## src/rtl/fetch_pkg.sv

```systemverilog
// Shared fetch-stage types and constants: FSM state encoding, NOP encoding, reset PC.
package fetch_pkg;

    localparam int unsigned ILEN = 32;

    localparam logic [31:0] FETCH_NOP = 32'h0000_0013;
    localparam logic [31:0] RESET_PC  = 32'h0040_0000;

    typedef enum logic [1:0] {
        FETCH_REQ   = 2'd0,
        FETCH_WAIT  = 2'd1,
        FETCH_DRAIN = 2'd2
    } fetch_state_e;

endpackage

```

## src/rtl/fetch_fifo.sv

```systemverilog
// Synchronous FIFO for fetched {pc, instr[, misaligned]} entries; clear empties it in one edge.
module fetch_fifo #(
    parameter int unsigned WIDTH = 64,
    parameter int unsigned DEPTH = 2
) (
    input  logic                   clk,
    input  logic                   reset,
    input  logic                   clear,
    input  logic                   push,
    input  logic [WIDTH-1:0]       push_data,
    input  logic                   pop,
    output logic                   head_valid,
    output logic [WIDTH-1:0]       head_data,
    output logic [$clog2(DEPTH):0] count
);

    localparam int unsigned PTR_W = $clog2(DEPTH);
    localparam int unsigned CNT_W = PTR_W + 1;

    logic [WIDTH-1:0] mem [DEPTH];
    logic [PTR_W-1:0] wr_ptr;
    logic [PTR_W-1:0] rd_ptr;
    logic             do_push;
    logic             do_pop;

    assign head_valid = (count != '0);
    assign head_data  = mem[rd_ptr];
    assign do_pop     = pop & head_valid & ~clear;
    assign do_push    = push & ~clear & ((count != CNT_W'(DEPTH)) | do_pop);

    // Pointers and occupancy; clear wins over push and pop.
    always_ff @(posedge clk or posedge reset) begin
        if (reset) begin
            wr_ptr <= '0;
            rd_ptr <= '0;
            count  <= '0;
        end else if (clear) begin
            wr_ptr <= '0;
            rd_ptr <= '0;
            count  <= '0;
        end else begin
            if (do_push) wr_ptr <= wr_ptr + PTR_W'(1);
            if (do_pop)  rd_ptr <= rd_ptr + PTR_W'(1);
            count <= count + CNT_W'(do_push) - CNT_W'(do_pop);
        end
    end

    // Storage is zeroed on reset so the head reads zero out of reset.
    always_ff @(posedge clk or posedge reset) begin
        if (reset) begin
            for (int i = 0; i < DEPTH; i++) mem[i] <= '0;
        end else if (do_push) begin
            mem[wr_ptr] <= push_data;
        end
    end

endmodule

```

## src/rtl/fetch_unit.sv

```systemverilog
// Instruction fetch: single-outstanding imem requests, credit-based buffering, PC stall control.
// Optional FETCH_MISALIGN_CHECK_EN turns misaligned PCs into flagged NOP entries.
module fetch_unit
    import fetch_pkg::*;
#(
    parameter int unsigned N     = 32,
    parameter int unsigned DEPTH = 2
) (
    input  logic            clk,
    input  logic            reset,
    input  logic [N-1:0]    pc_value,
    output logic            stall,
    input  logic            flush,
    output logic            imem_req_valid,
    output logic [N-1:0]    imem_req_addr,
    input  logic            imem_req_ready,
    input  logic            imem_rsp_valid,
    input  logic [ILEN-1:0] imem_rsp_data,
    output logic            instr_valid,
    output logic [ILEN-1:0] instr,
    output logic [N-1:0]    instr_pc,
`ifdef FETCH_MISALIGN_CHECK_EN
    output logic            instr_misaligned,
`endif
    input  logic            instr_ready
);

    localparam int unsigned CNT_W = $clog2(DEPTH) + 1;
`ifdef FETCH_MISALIGN_CHECK_EN
    localparam int unsigned ENTRY_W = N + ILEN + 1;
`else
    localparam int unsigned ENTRY_W = N + ILEN;
`endif

    fetch_state_e        state;
    fetch_state_e        state_next;
    logic [N-1:0]        pend_pc;
    logic                pend_load;
    logic [CNT_W-1:0]    count;
    logic                credit;
    logic                pc_misaligned;
    logic                push;
    logic                mis_push;
    logic [N-1:0]        push_pc;
    logic [ILEN-1:0]     push_instr;
    logic [ENTRY_W-1:0]  push_data;
    logic [ENTRY_W-1:0]  head_data;

    // A request in flight reserves one buffer slot so its response always fits.
    assign credit = (count + CNT_W'(state == FETCH_WAIT)) < CNT_W'(DEPTH);

`ifdef FETCH_MISALIGN_CHECK_EN
    assign pc_misaligned = (pc_value[1:0] != 2'b00);
`else
    assign pc_misaligned = 1'b0;
`endif

    always_ff @(posedge clk or posedge reset) begin
        if (reset) begin
            state   <= FETCH_REQ;
            pend_pc <= '0;
        end else begin
            state <= state_next;
            if (pend_load) pend_pc <= pc_value;
        end
    end

    always_comb begin
        state_next     = state;
        imem_req_valid = 1'b0;
        pend_load      = 1'b0;
        push           = 1'b0;
        mis_push       = 1'b0;
        case (state)
            FETCH_REQ: begin
                if (credit && !flush && !reset) begin
                    if (pc_misaligned) begin
                        mis_push = 1'b1;
                        push     = 1'b1;
                    end else begin
                        imem_req_valid = 1'b1;
                        if (imem_req_ready) begin
                            pend_load  = 1'b1;
                            state_next = FETCH_WAIT;
                        end
                    end
                end
            end
            FETCH_WAIT: begin
                if (imem_rsp_valid) begin
                    push       = !flush;
                    state_next = FETCH_REQ;
                end else if (flush) begin
                    state_next = FETCH_DRAIN;
                end
            end
            // A flushed request's response is still owed; swallow it before refetching.
            FETCH_DRAIN: begin
                if (imem_rsp_valid) state_next = FETCH_REQ;
            end
            default: state_next = FETCH_REQ;
        endcase
    end

    assign imem_req_addr = pc_value;
    assign stall = reset | (~(imem_req_valid & imem_req_ready) & ~mis_push & ~flush);

    assign push_pc    = mis_push ? pc_value : pend_pc;
    assign push_instr = mis_push ? FETCH_NOP : imem_rsp_data;

`ifdef FETCH_MISALIGN_CHECK_EN
    assign push_data = {push_pc, push_instr, mis_push};
    assign {instr_pc, instr, instr_misaligned} = head_data;
`else
    assign push_data = {push_pc, push_instr};
    assign {instr_pc, instr} = head_data;
`endif

    fetch_fifo #(
        .WIDTH (ENTRY_W),
        .DEPTH (DEPTH)
    ) u_fifo (
        .clk        (clk),
        .reset      (reset),
        .clear      (flush),
        .push       (push),
        .push_data  (push_data),
        .pop        (instr_valid & instr_ready),
        .head_valid (instr_valid),
        .head_data  (head_data),
        .count      (count)
    );

endmodule

```

## config.mk

```make
export PLATFORM = sky130hd
export DESIGN_NAME = fetch_unit
export DESIGN_NICKNAME = d
export VERILOG_FILES = /design/src/rtl/fetch_pkg.sv /design/src/rtl/fetch_fifo.sv /design/src/rtl/fetch_unit.sv
export SDC_FILE = /design/constraint.sdc
export NUM_CORES = 1
export LEC_CHECK = 0
export CELL_PAD_IN_SITES_DETAIL_PLACEMENT = 2
export CELL_PAD_IN_SITES_GLOBAL_PLACEMENT = 2
export CORE_MARGIN = 2
export CORE_UTILIZATION = 39
export CTS_CLUSTER_DIAMETER = 60
export DETAILED_ROUTE_END_ITERATION = 8
export GPL_TIMING_DRIVEN = 0
export PLACE_DENSITY_LB_ADDON = 0.15
export SYNTH_ARGS = -nofsm -noshare
export SYNTH_HDL_FRONTEND = slang
export SYNTH_HIERARCHICAL = 1
export SYNTH_SLANG_ARGS = --single-unit
```

## constraint.sdc

```tcl
create_clock -name clk -period 10.77 [get_ports clk]
set_input_delay 2.154 -clock clk [delete_from_list [all_inputs] [get_ports clk]]
set_output_delay 2.154 -clock clk [all_outputs]
set_load 0.02 [all_outputs]
```

==> out/metrics.cfg <==
[setup_path]
cp.arrival_ns = 3.90
reg2reg_depth = 6
required_ns = 8.62
path_class = in2out
r2r_end = u_fifo/mem[61]
crit_end = stall
end_kind = primary output
cp-start-kind = input port
crit_path_start = flush
timing.rr.start = u_fifo/count[1]
crit_fanout = 5
regToRegSetupSlack_ns = 7.91

[floorplanning]
die_h_microns = 144.7
rows = 51
ioPinCount = 169
start_util = 0.3967
core-area_sq_um = 19460
dieArea_sq_um = 20940
fp.dieW_microns = 144.7

[global_routing]
grt-ovfl-total = 0
antenna_found_initial = 0
track_usage = 0.2060
grt_max_degree = 87
use_met3 = 0.04969
grt_pass1_vias = 5479
gr-usage-met1 = 0.2587
busiest_layer = met2
grt_use_met2 = 0.3592
grt_pass1_wl_microns = 32080

[finish]
antennaDiodeCount = 0
fin_nets = 741
areaGrowthSynthToFinish_pct = 33.69
layout-drive-gt1-share = 0.4559
final_util = 0.5304
final_cells = 945

[cts]
clk_latency_ns = 0.42
cts_resized = 0
h-tree-depth = 4
cts_tree = built
cts.sinks = 166
clock_path_buffers = 2
clk_pin_slew_worst_paths_ns = 0.06
numCtsBuffers = 17
cts_setup_buffers = 0
hold_buffers = 0
root_buffer = clkbuf_16

[synthesis]
yosysSeqAreaShare = 0.5380
ys_ff_latch = 166
synth-main-ff-cell = dfrtp_1
mappedNetlistArea_sq_um = 7721
synth_top_area_frac = 0.5380
async_flop_share = 1.000
yosysWarnings = 6
synth_largest_area_cell = dfrtp_1
synth_edf_count = 0
synth.top_cells.by_area = dfrtp_1 54%, mux2_2 20%, mux2_4 17%
synth_most_common_cell = dfrtp_1
syn_inst = 481
yosysUniqueCellTypes = 30
netlist_top_cells_count = 166 x dfrtp_1, 136 x mux2_2, 89 x mux2_4
syn_avg_cell_area_sq_um = 16.05
syn_nets = 553

[sta]
finalClockSkew_ns = 0.009546
setup_violations = 0
hold_viol_final = 0
tightest_slew_ns = 1.269
finalCritPeriodShare = 0.5619
fin_crit_ns = 6.051
holdWs_ns = 0.5023
rsz0062_at_grt = no
slew_headroom = 0.1494
tns_ns = 0
drv_slew = 0
fmax_ghz = 0.1653

[drt]
wl_microns = 20460
final_antenna_net_count = 0
drt_pass1_iterations = 4
drt_iter0_markers = 128
via_count = 4616
route.detailed.drc = 0
routed_via_density = 4.885
wl_per_cell_microns = 21.65

[placement]
placed_cells = 915
place_congestion = 0.7535
dp_hpwl_microns = 13910
io_buffers = 168

[flow_run]
max_cap_viol_count = 0

[pwr]
leakagePower_nw = 5.025
ir_drop_mv = 0.09789
powerDensity_nw_per_um2 = 185.4

[run_status]
status = complete, no violations

[hold_path]
hold_path.class = reg2reg

metal layers:
metal | vias up | share of wire
li1 | 2040 | -
met1 | 2445 | 0.42
met3 | 18 | 0.051
met5 | - | 0
met4 | 0 | 0.011
met2 | 113 | 0.52
registers in the layout, summed over array words and instances (netlist names):
register,count
pend_pc,32
state,2
u_fifo/rd_ptr,1
u_fifo/mem,128
u_fifo/wr_ptr,1
u_fifo/count,2
critical path, stage by stage:
cell and delay [ns]:
clkdlybuf4s50_1 0.52, nor4_4 0.31, a21oi_1 0.10, or2_2 0.27
clkdlybuf4s50_1 0.54
worst min path at each step:
| stage | startpoint | to | slack (ns) | cells past startpoint |
|---|---|---|---|---|
| after floorplan | u_fifo/wr_ptr | u_fifo/wr_ptr | 0.46 | 1 |
| after global placement | u_fifo/mem[7] | u_fifo/mem[7] | 0.48 | 1 |
| after detailed placement | u_fifo/mem[48] | u_fifo/mem[48] | 0.49 | 1 |
| after CTS | u_fifo/mem[31] | u_fifo/mem[31] | 0.51 | 1 |
| after global routing | u_fifo/mem[10] | u_fifo/mem[10] | 0.52 | 1 |
| final | u_fifo/mem[48] | u_fifo/mem[48] | 0.50 | 1 |
cells by family (layout without fill, tap and decap cells):
logic type / after synthesis / count (layout) / synth area share
compound gates: 3 / 3 / 0.001944
xor+xnor: 3 / 3 / 0.003404
fa+ha+maj: 2 / 2 / 0.003240
buf+inv: 59 / 258 / 0.06190
flops: 166 / 166 / 0.5380
mux: 226 / 226 / 0.3727
simple gates: 22 / 22 / 0.01880
area by class of cell:
cell class,instances,area (sq um)
plain buffers,56,466.7
multi-input cells,256,3089
clock buffers,21,450.4
inverters,3,16.27
clock inverters,9,105.1
flip-flops and latches,166,4154
well taps,265,331.6
fillers,1798,9140
repair buffers,169,1709
cell usage in the layout (no fill, tap or decap), types with 2 or more instances in the layout:
master           count
clkbuf_1            10
buf_2                6
mux2_4              89
mux2_2             136
clkdlybuf4s50_1    168
buf_4               32
xor2_1               2
buf_12               6
nor2b_1              2
buf_6                4
clkinv_4             2
clkbuf_16           17
dfrtp_1            166
nand2_1              3
o21ai_0              2
nor2_1               5
clkinv_2             4
ha_1                 2
bufinv_16            2
or2_2                2
power by group:
part	switching (W)	internal [W]	total (W)	leakage, nW
Combinational	0.000215	0.000322	0.000537	2.57
Sequential	0.0000687	0.000724	0.000792	2.18
Clock	0.000240	0.000344	0.000584	0.273
through the flow:
step	area, sq um	setup WS, ns	total power [W]
floorplan	7721	5.090	0.001101
global placement	9734	3.021	0.001310
detailed placement	9767	4.737	0.001339
CTS	10320	4.715	0.001942
global route	10320	4.659	0.002005
finish	10320	4.719	0.001914
Power figures use the tool's default switching activity.
